===== src/rtl/axi4_lite_pkg.sv =====
// Shared AXI4-Lite definitions: response codes and their type.
package axi4_lite_pkg;

   typedef logic [1:0] resp_t;

   localparam resp_t RESP_OKAY   = 2'b00;
   localparam resp_t RESP_EXOKAY = 2'b01;
   localparam resp_t RESP_SLVERR = 2'b10;
   localparam resp_t RESP_DECERR = 2'b11;

endpackage


===== src/rtl/axi4_lite.sv =====
// AXI4-Lite bus bundle with master and slave views; clock and reset travel with the bus.
interface axi4_lite #(
   parameter int ADDR_WIDTH = 32,
   parameter int DATA_WIDTH = 32
) (
   input logic clk,
   input logic rst_n
);

   logic [ADDR_WIDTH-1:0]   awaddr;
   logic                    awvalid;
   logic                    awready;
   logic [2:0]              awprot;
   logic [DATA_WIDTH-1:0]   wdata;
   logic [DATA_WIDTH/8-1:0] wstrb;
   logic                    wvalid;
   logic                    wready;
   logic [1:0]              bresp;
   logic                    bvalid;
   logic                    bready;
   logic [ADDR_WIDTH-1:0]   araddr;
   logic                    arvalid;
   logic                    arready;
   logic [2:0]              arprot;
   logic [DATA_WIDTH-1:0]   rdata;
   logic [1:0]              rresp;
   logic                    rvalid;
   logic                    rready;

   modport slave (
      input  clk, rst_n,
      input  awaddr, awvalid, awprot, wdata, wstrb, wvalid, bready,
      input  araddr, arvalid, arprot, rready,
      output awready, wready, bresp, bvalid, arready, rdata, rresp, rvalid
   );

   modport master (
      input  clk, rst_n,
      output awaddr, awvalid, awprot, wdata, wstrb, wvalid, bready,
      output araddr, arvalid, arprot, rready,
      input  awready, wready, bresp, bvalid, arready, rdata, rresp, rvalid
   );

endinterface


===== src/rtl/axi4_lite_mem_array.sv =====
// Register-file storage: one write port, one registered read port, async clear.
module axi4_lite_mem_array
   import axi4_lite_pkg::*;
#(
   parameter int DATA_WIDTH = 32,
   parameter int MEM_DEPTH  = 16,
   localparam int IDX_W     = $clog2(MEM_DEPTH)
) (
   input  logic                  clk,
   input  logic                  rst_n,
   input  logic                  wr_en,
   input  logic [IDX_W-1:0]      wr_idx,
   input  logic [DATA_WIDTH-1:0] wr_data,
   input  logic                  rd_en,
   input  logic [IDX_W-1:0]      rd_idx,
   output logic [DATA_WIDTH-1:0] rd_data
);

   logic [DATA_WIDTH-1:0] mem_r [MEM_DEPTH];
   logic [DATA_WIDTH-1:0] rd_data_r;

   // Storage words; reset wipes the whole array.
   always_ff @(posedge clk or negedge rst_n) begin
      if (!rst_n) begin
         for (int i = 0; i < MEM_DEPTH; i++) begin
            mem_r[i] <= '0;
         end
      end else if (wr_en) begin
         mem_r[wr_idx] <= wr_data;
      end
   end

   // Read register samples pre-write contents and holds between reads.
   always_ff @(posedge clk or negedge rst_n) begin
      if (!rst_n) begin
         rd_data_r <= '0;
      end else if (rd_en) begin
         rd_data_r <= mem_r[rd_idx];
      end
   end

   assign rd_data = rd_data_r;

endmodule


===== src/rtl/axi4_lite_mem.sv =====
// AXI4-Lite slave scratch memory, word-indexed, single-beat, cleared on reset.
module axi4_lite_mem
   import axi4_lite_pkg::*;
#(
   parameter int MEM_DEPTH = 16
) (
   axi4_lite.slave axi4_s
);

   localparam int DATA_WIDTH = $bits(axi4_s.wdata);
   localparam int ADDR_WIDTH = $bits(axi4_s.awaddr);
   localparam int IDX_W      = $clog2(MEM_DEPTH);

   logic                  aw_accept_s;
   logic                  ar_accept_s;
   logic                  arready_s;
   logic                  wr_in_range_s;
   logic                  rd_in_range_s;
   logic [DATA_WIDTH-1:0] rd_data_s;
   logic                  bvalid_r;
   resp_t                 bresp_r;
   logic                  rvalid_r;
   resp_t                 rresp_r;
   logic                  rd_err_r;
   logic                  unused_s;

   // Handshake decode; AW and W are only taken together.
   always_comb begin
      aw_accept_s   = axi4_s.awvalid && axi4_s.wvalid;
      wr_in_range_s = (axi4_s.awaddr < ADDR_WIDTH'(MEM_DEPTH));
      rd_in_range_s = (axi4_s.araddr < ADDR_WIDTH'(MEM_DEPTH));
      arready_s     = axi4_s.rst_n && (!rvalid_r || axi4_s.rready);
      ar_accept_s   = axi4_s.arvalid && arready_s;
   end

   axi4_lite_mem_array #(
      .DATA_WIDTH (DATA_WIDTH),
      .MEM_DEPTH  (MEM_DEPTH)
   ) u_array (
      .clk     (axi4_s.clk),
      .rst_n   (axi4_s.rst_n),
      .wr_en   (aw_accept_s && wr_in_range_s),
      .wr_idx  (axi4_s.awaddr[IDX_W-1:0]),
      .wr_data (axi4_s.wdata),
      .rd_en   (ar_accept_s && rd_in_range_s),
      .rd_idx  (axi4_s.araddr[IDX_W-1:0]),
      .rd_data (rd_data_s)
   );

   // Response channels; a new write refreshes bresp even while bvalid is pending.
   always_ff @(posedge axi4_s.clk or negedge axi4_s.rst_n) begin
      if (!axi4_s.rst_n) begin
         bvalid_r <= 1'b0;
         bresp_r  <= RESP_OKAY;
         rvalid_r <= 1'b0;
         rresp_r  <= RESP_OKAY;
         rd_err_r <= 1'b0;
      end else begin
         if (aw_accept_s) begin
            bvalid_r <= 1'b1;
            bresp_r  <= wr_in_range_s ? RESP_OKAY : RESP_SLVERR;
         end else if (axi4_s.bready) begin
            bvalid_r <= 1'b0;
         end
         if (ar_accept_s) begin
            rvalid_r <= 1'b1;
            rresp_r  <= rd_in_range_s ? RESP_OKAY : RESP_SLVERR;
            rd_err_r <= !rd_in_range_s;
         end else if (axi4_s.rready) begin
            rvalid_r <= 1'b0;
         end
      end
   end

   assign axi4_s.awready = axi4_s.rst_n;
   assign axi4_s.wready  = axi4_s.rst_n;
   assign axi4_s.arready = arready_s;
   assign axi4_s.bvalid  = bvalid_r;
   assign axi4_s.bresp   = bresp_r;
   assign axi4_s.rvalid  = rvalid_r;
   assign axi4_s.rresp   = rresp_r;
   assign axi4_s.rdata   = rd_err_r ? '0 : rd_data_s;

   assign unused_s = ^{1'b0, axi4_s.awprot, axi4_s.arprot, axi4_s.wstrb};

endmodule


===== src/flat_wrapper.sv =====
// flat-port wrapper written by rule: the top's interface ports become plain ports
module axi4_lite_mem_flat import axi4_lite_pkg::*;
#(
   parameter int MEM_DEPTH = 16
)
  (clk, rst_n, axi4_s_awaddr, axi4_s_awvalid, axi4_s_awprot, axi4_s_wdata, axi4_s_wstrb, axi4_s_wvalid, axi4_s_bready, axi4_s_araddr, axi4_s_arvalid, axi4_s_arprot, axi4_s_rready, axi4_s_awready, axi4_s_wready, axi4_s_bresp, axi4_s_bvalid, axi4_s_arready, axi4_s_rdata, axi4_s_rresp, axi4_s_rvalid);
  axi4_lite #(.ADDR_WIDTH(32), .DATA_WIDTH(32)) axi4_s_i (.clk(clk), .rst_n(rst_n));
  input wire logic clk;
  input wire logic rst_n;
  input wire logic [$bits(axi4_s_i.awaddr)-1:0] axi4_s_awaddr;
  input wire logic [$bits(axi4_s_i.awvalid)-1:0] axi4_s_awvalid;
  input wire logic [$bits(axi4_s_i.awprot)-1:0] axi4_s_awprot;
  input wire logic [$bits(axi4_s_i.wdata)-1:0] axi4_s_wdata;
  input wire logic [$bits(axi4_s_i.wstrb)-1:0] axi4_s_wstrb;
  input wire logic [$bits(axi4_s_i.wvalid)-1:0] axi4_s_wvalid;
  input wire logic [$bits(axi4_s_i.bready)-1:0] axi4_s_bready;
  input wire logic [$bits(axi4_s_i.araddr)-1:0] axi4_s_araddr;
  input wire logic [$bits(axi4_s_i.arvalid)-1:0] axi4_s_arvalid;
  input wire logic [$bits(axi4_s_i.arprot)-1:0] axi4_s_arprot;
  input wire logic [$bits(axi4_s_i.rready)-1:0] axi4_s_rready;
  output wire logic [$bits(axi4_s_i.awready)-1:0] axi4_s_awready;
  output wire logic [$bits(axi4_s_i.wready)-1:0] axi4_s_wready;
  output wire logic [$bits(axi4_s_i.bresp)-1:0] axi4_s_bresp;
  output wire logic [$bits(axi4_s_i.bvalid)-1:0] axi4_s_bvalid;
  output wire logic [$bits(axi4_s_i.arready)-1:0] axi4_s_arready;
  output wire logic [$bits(axi4_s_i.rdata)-1:0] axi4_s_rdata;
  output wire logic [$bits(axi4_s_i.rresp)-1:0] axi4_s_rresp;
  output wire logic [$bits(axi4_s_i.rvalid)-1:0] axi4_s_rvalid;
  assign axi4_s_i.awaddr = axi4_s_awaddr;
  assign axi4_s_i.awvalid = axi4_s_awvalid;
  assign axi4_s_i.awprot = axi4_s_awprot;
  assign axi4_s_i.wdata = axi4_s_wdata;
  assign axi4_s_i.wstrb = axi4_s_wstrb;
  assign axi4_s_i.wvalid = axi4_s_wvalid;
  assign axi4_s_i.bready = axi4_s_bready;
  assign axi4_s_i.araddr = axi4_s_araddr;
  assign axi4_s_i.arvalid = axi4_s_arvalid;
  assign axi4_s_i.arprot = axi4_s_arprot;
  assign axi4_s_i.rready = axi4_s_rready;
  assign axi4_s_awready = axi4_s_i.awready;
  assign axi4_s_wready = axi4_s_i.wready;
  assign axi4_s_bresp = axi4_s_i.bresp;
  assign axi4_s_bvalid = axi4_s_i.bvalid;
  assign axi4_s_arready = axi4_s_i.arready;
  assign axi4_s_rdata = axi4_s_i.rdata;
  assign axi4_s_rresp = axi4_s_i.rresp;
  assign axi4_s_rvalid = axi4_s_i.rvalid;
  axi4_lite_mem #(.MEM_DEPTH(MEM_DEPTH)) u_core (.axi4_s(axi4_s_i));
endmodule

===== config.mk =====
export PLATFORM = sky130hd
export DESIGN_NAME = axi4_lite_mem_flat
export DESIGN_NICKNAME = d
export VERILOG_FILES = /design/src/rtl/axi4_lite_pkg.sv /design/src/rtl/axi4_lite.sv /design/src/rtl/axi4_lite_mem_array.sv /design/src/rtl/axi4_lite_mem.sv /design/src/flat_wrapper.sv
export SDC_FILE = /design/constraint.sdc
export NUM_CORES = 1
export LEC_CHECK = 0
export CAP_MARGIN = 20
export CELL_PAD_IN_SITES_DETAIL_PLACEMENT = 1
export CELL_PAD_IN_SITES_GLOBAL_PLACEMENT = 1
export CORE_UTILIZATION = 42
export CTS_BUF_LIST = sky130_fd_sc_hd__clkbuf_8
export CTS_CLUSTER_DIAMETER = 80
export CTS_CLUSTER_SIZE = 40
export DETAILED_ROUTE_END_ITERATION = 8
export PLACE_DENSITY = 0.77
export RECOVER_POWER = 50
export SYNTH_ARGS = -nofsm -noshare
export SYNTH_HDL_FRONTEND = slang
export SYNTH_SLANG_ARGS = --single-unit

===== constraint.sdc =====
create_clock -name clk -period 2.15 [get_ports clk]
set_input_delay 0.3225 -clock clk [delete_from_list [all_inputs] [get_ports clk]]
set_output_delay 0.3225 -clock clk [all_outputs]
set_load 0.05 [all_outputs]

Word-level counts from Yosys, hierarchy flattened
Index checks and enable logic that the tools add are counted.

Reduce and logical (&&, ||, !) cells: 11. Multiplexer cells: 13. $lt $le $gt $ge: 5. Bitwise operators: 2.

Operators by type and width (number): bitwise mux 512 bit (1); binary-select mux 32 bit (select 4 bit) (1); demux 32 bit (select 4 bit) (1); two-way mux 32 bit (4); < comparator 32 x 5 -> 1 bit, second input constant (2); >= comparator 5 bit, second input constant (2); NOT 4 -> 5 bit (2); logical AND 1 bit (6); < comparator 5 x 1 -> 1 bit, second input constant (1); two-way mux 1 bit (4); two-way mux 2 bit (2); nonzero test 2 bit (2); logical NOT 1 bit (2); logical OR 1 bit (1).

Output and inout bits: 41. Bits in registers: 551. Logic and storage cells: 53.

Logic depth before layout (Yosys ltp)
Gate-level depths: netlist of run 1.

Depth after elaboration: 6. Mapped depth: 6. Gate-level depth less buffers: 4.

Modules after synthesis
From an unflattened synthesis of run 1, not the netlist that was laid out.

Cell total of the unflattened synthesis: 1549. Area total of the unflattened synthesis: 24497.2 µm².

By module, submodules not included: axi4_lite_mem_array (cells each 1474, times used 1, area an instance 23951.7 µm²); axi4_lite_mem (cells each 75, times used 1, area an instance 545.5 µm²).

Worst setup path after synthesis of run 1
Ideal clock, no wire load.

Kind: input to register. From: input axi4_s_awaddr[14]. To: register u_core.u_array.mem_r[374] (netlist name). Slack: -0.154 ns. Data arrival time: 2.180 ns. Library setup time: 0.125 ns. Buffers on the path: 2. Stages: 6. Required time: 2.025 ns. Cell sequence: nor4_1 > nand4_2 > buf_2 > nor4_4 > buf_4 > mux2_2.

Longest elaborated chain between the ends: 2.

RTL lines: start, declared (RTL line flat_wrapper.sv:10) `input wire logic [$bits(axi4_s_i.awaddr)-1:0] axi4_s_awaddr;`; < comparator 32 x 5 -> 1 bit (RTL line axi4_lite_mem.sv:30) `wr_in_range_s = (axi4_s.awaddr < ADDR_WIDTH'(MEM_DEPTH));`; logical AND 1 bit (RTL line axi4_lite_mem.sv:42) `.wr_en (aw_accept_s && wr_in_range_s),`; end signal, assigned by index (RTL line axi4_lite_mem_array.sv:29) `mem_r[wr_idx] <= wr_data;`; end, declared (RTL line axi4_lite_mem_array.sv:19) `logic [DATA_WIDTH-1:0] mem_r [MEM_DEPTH];`.

No other way between the ends. A chain may end at the register's enable or synchronous reset.

Final worst setup path of run 1
From: register u_core.rd_err_r. To: output axi4_s_rdata[31].

Longest elaborated chain between the ends: 1.

RTL lines: start, declared (RTL line axi4_lite_mem.sv:24) `logic rd_err_r;`; start signal, assigned (RTL line axi4_lite_mem.sv:68) `rd_err_r <= !rd_in_range_s;`; two-way mux 32 bit (RTL line axi4_lite_mem.sv:82) `assign axi4_s.rdata = rd_err_r ? '0 : rd_data_s;`; end, declared (RTL line flat_wrapper.sv:26) `output wire logic [$bits(axi4_s_i.rdata)-1:0] axi4_s_rdata;`.

No other way between the ends.

==> flow_summary.json, run 1 <==
{
  "fmax_ghz": 0.456,
  "wl_per_cell_um": 25.3,
  "synth.mux.area_fraction_pct": 36.4,
  "die_area_um2": 59800,
  "status": "finished, violations left",
  "cts.reportedPaths.clkPinSlew_ns": 0.15,
  "rsz0062_at_grt": "true",
  "synth_compound_area_share_pct": 2.03,
  "dp_hpwl_um": 41800,
  "synth_top_area_cell": "dfrtp_1",
  "drv_slew": 0,
  "cts_max_path_buffers": 3,
  "fill_cells": 5497,
  "tightestPinTransition_ns": 1.27,
  "avgViaCountPerCell": 5.71,
  "ys_seq_elements": 548,
  "ctsRootBufferMaster": "clkbuf_8",
  "cts_max_level": 1,
  "drt_wl_total_um": 62600,
  "end_kind": "output pin",
  "r2r_setup_slack_ns": 0.19,
  "fin_crit_sh_pct": 102,
  "synth_area_um2": 24700,
  "synth_fa_ha_area_share_pct": 0,
  "period_minus_slack_ns": 2.19,
  "gp_congestion": 0.732,
  "vdd_ir_drop_max_uv": 417,
  "grt_max_degree": 121,
  "firstDrtPassIters": 4,
  "dieHeight_um": 245,
  "initial_core_util_pct": 42.7,
  "synth_top_family_by_area": "multiplexers",
  "crit_arrival_ns": 1.87,
  "leakage_nw": 13.8,
  "holdWs_ns": 0.250,
  "synth_warnings": 0,
  "num_rows": 88,
  "finalHoldViolCount": 0,
  "grt_pass1_vias": 16300,
  "fp.coreArea_um2": 57900,
  "die_w_um": 245,
  "antenna_found_initial": 3,
  "grt_pass1_wl_um": 101000,
  "dp_slack_ns": -0.629,
  "cp.required_ns": 1.83,
  "grt_overflow": 0,
  "synth_area_leaders": "dfrtp_1 (55%), mux2_2 (22%), mux4_2 (12%), mux2_1 (3.0%), a22oi_1 (1.9%)",
  "async_reset_ff_share_pct": 100,
  "start_kind": "flip-flop",
  "synth_xor_area_share_pct": 0,
  "ys.flop_type": "dfrtp_1",
  "synth_edf_count": 0,
  "final_antenna_net_count": 0,
  "worst_slack_ns": -0.0435,
  "p_per_area_nw_per_um2": 566,
  "port_buffers": 141,
  "num_vias": 14100,
  "area_growth_pct": 18.0,
  "finClkSkew_ns": 0.0319,
  "cts.sinks": 548,
  "violations": "setup timing",
  "insertion_delay_ns": 0.69,
  "synthSimpleGateAreaFrac_pct": 3.36,
  "multi_input_area_um2": 10700,
  "drc": 0,
  "grtUsageTotal_pct": 21.8,
  "synth.avg_cell_area_um2": 16.0,
  "boundaryPins": 154,
  "drive_gt1_share_pct": 50.3,
  "synthCells": 1543,
  "finalSetupViolations": 6,
  "cts_tree": "yes",
  "hold_class": "in2reg",
  "cap_viol_max_count": 0,
  "synth_top_area_share_pct": 55.5,
  "crit_fanout": 5,
  "cts_made_buffers": 29,
  "register_area_um2": 13700,
  "maxSlewHeadroom_pct": 15.2,
  "worst-setup-path-type": "reg2out",
  "nets": 1799,
  "worstRegToRegCells": 5,
  "synth_cell_types": 26,
  "drt_iter0_drc": 698,
  "worstHoldPathCells": 3,
  "synth-seq-area-share_pct": 55.5
}
==> worst max-delay path: stages, from the launching register on <==
cell and delay [ns]:
dfrtp_4 0.59, nor2b_1 0.40, buf_12 0.20
==> metrics by stage <==
step / cells / setup TNS (ns) / total power [W] / util, % / area [um2]
6_report: 2475 / -0.0993 / 0.0165 / 50.4 / 29200
5_1_grt: 2474 / -2.84 / 0.0171 / 50.4 / 29200
4_1_cts: 2472 / -1.36 / 0.0167 / 50.4 / 29200
3_5_place_dp: 2415 / -298.54 / 0.0117 / 49.1 / 28400
3_3_place_gp: 2415 / -282.72 / 0.0116 / 49.1 / 28400
2_1_floorplan: 1544 / 0 / 0.0109 / - / 24900
==> state kept, by name (all words and copies together) (netlist names) <==
signal	flops
u_core.u_array.mem_r	512
u_core.axi4_s.bresp	1
u_core.axi4_s.rvalid	1
u_core.rd_err_r	1
u_core.axi4_s.bvalid	1
u_core.u_array.rd_data	32
==> path summary, 6_finish.rpt <==
kind                                               to            startpoint
setup / recovery                     axi4_s_rdata[31]       u_core.rd_err_r
hold / removal                   u_core.axi4_s.bvalid         axi4_s_bready
setup reg to reg           u_core.u_array.rd_data[13]  u_core.axi4_s.rvalid
hold reg to reg                  u_core.axi4_s.bvalid  u_core.axi4_s.bvalid
max in group asynchronous   u_core.u_array.mem_r[187]                 rst_n
min in group asynchronous  u_core.u_array.rd_data[16]                 rst_n
==> power by group <==
group / leakage, nW / internal (W) / switching (W)
clock network: 0.330 / 0.00157 / 0.00351
logic: 5.81 / 0.000425 / 0.000696
registers: 7.65 / 0.0103 / 0.00000141
==> cell usage after synthesis (2+ instances only) <==
| master | number |
|---|---|
| nand4_1 | 2 |
| nand4_2 | 2 |
| mux2_1 | 65 |
| nor2_1 | 2 |
| nor4_4 | 9 |
| clkbuf_1 | 67 |
| buf_4 | 30 |
| nor2b_1 | 34 |
| nor4_1 | 14 |
| nand2_1 | 37 |
| or2_2 | 2 |
| mux2_2 | 479 |
| buf_2 | 28 |
| a22oi_1 | 64 |
| nand2b_1 | 5 |
| mux4_2 | 128 |
| nor4_2 | 7 |
| buf_1 | 11 |
| and2_1 | 3 |
| dfrtp_1 | 548 |
==> layout make-up <==
type / instances / area share [%]
Multi-Input combinational cell: 859 / 36.6
Clock buffer: 29 / 1.37
Antenna cell: 3 / 0.0257
Timing Repair Buffer: 247 / 10.8
Inverter: 1 / 0.0129
Sequential cell: 548 / 47.0
Clock inverter: 23 / 0.840
Tap cell: 765 / 3.28
==> cell usage in the layout (no fill, tap or decap), types with 23 or more instances in the layout <==
master / Yosys / final
dfrtp_1: 548 / 547
mux2_2: 479 / 479
mux4_2: 128 / 128
clkdlybuf4s50_1: 0 / 99
buf_12: 0 / 83
mux2_1: 65 / 65
a22oi_1: 64 / 64
buf_4: 30 / 45
nand2_1: 37 / 37
clkbuf_8: 0 / 31
nor4_4: 9 / 23
==> logic make-up (layout without fill, tap and decap cells) <==
group,Yosys count,after routing
buffers and inverters,137,300
AOI/OAI and AO/OA,67,67
and+or+nand+nor,118,118
muxes,672,672
DFF,548,548
other,1,5
==> metal layers <==
metal  global-route usage [%]  up-vias  routed length, um
met3                     1.92       75               1900
met1                     29.4     7845              26900
met5                        0        -                  0
met2                     38.0      219              32400
met4                     5.07        0               1360
li1                         -     5998                  -
==> timing repair <==
action / in CTS / in global routing
resized for setup: 20 / 26
endpoints found under the hold margin: 39 / 0
setup buffers: 1 / 0
setup endpoints to repair: 28 / 30
pin swaps: 0 / 0
hold buffers: 4 / 0
Note: power is estimated with default switching activity, not from simulation.
==> run 2: changes to the inputs <==
Settings changed: CAP_MARGIN 20 to unset.
==> results of run 2 <==
No change in the layout: final DEF, timing and power equal those of run 1.
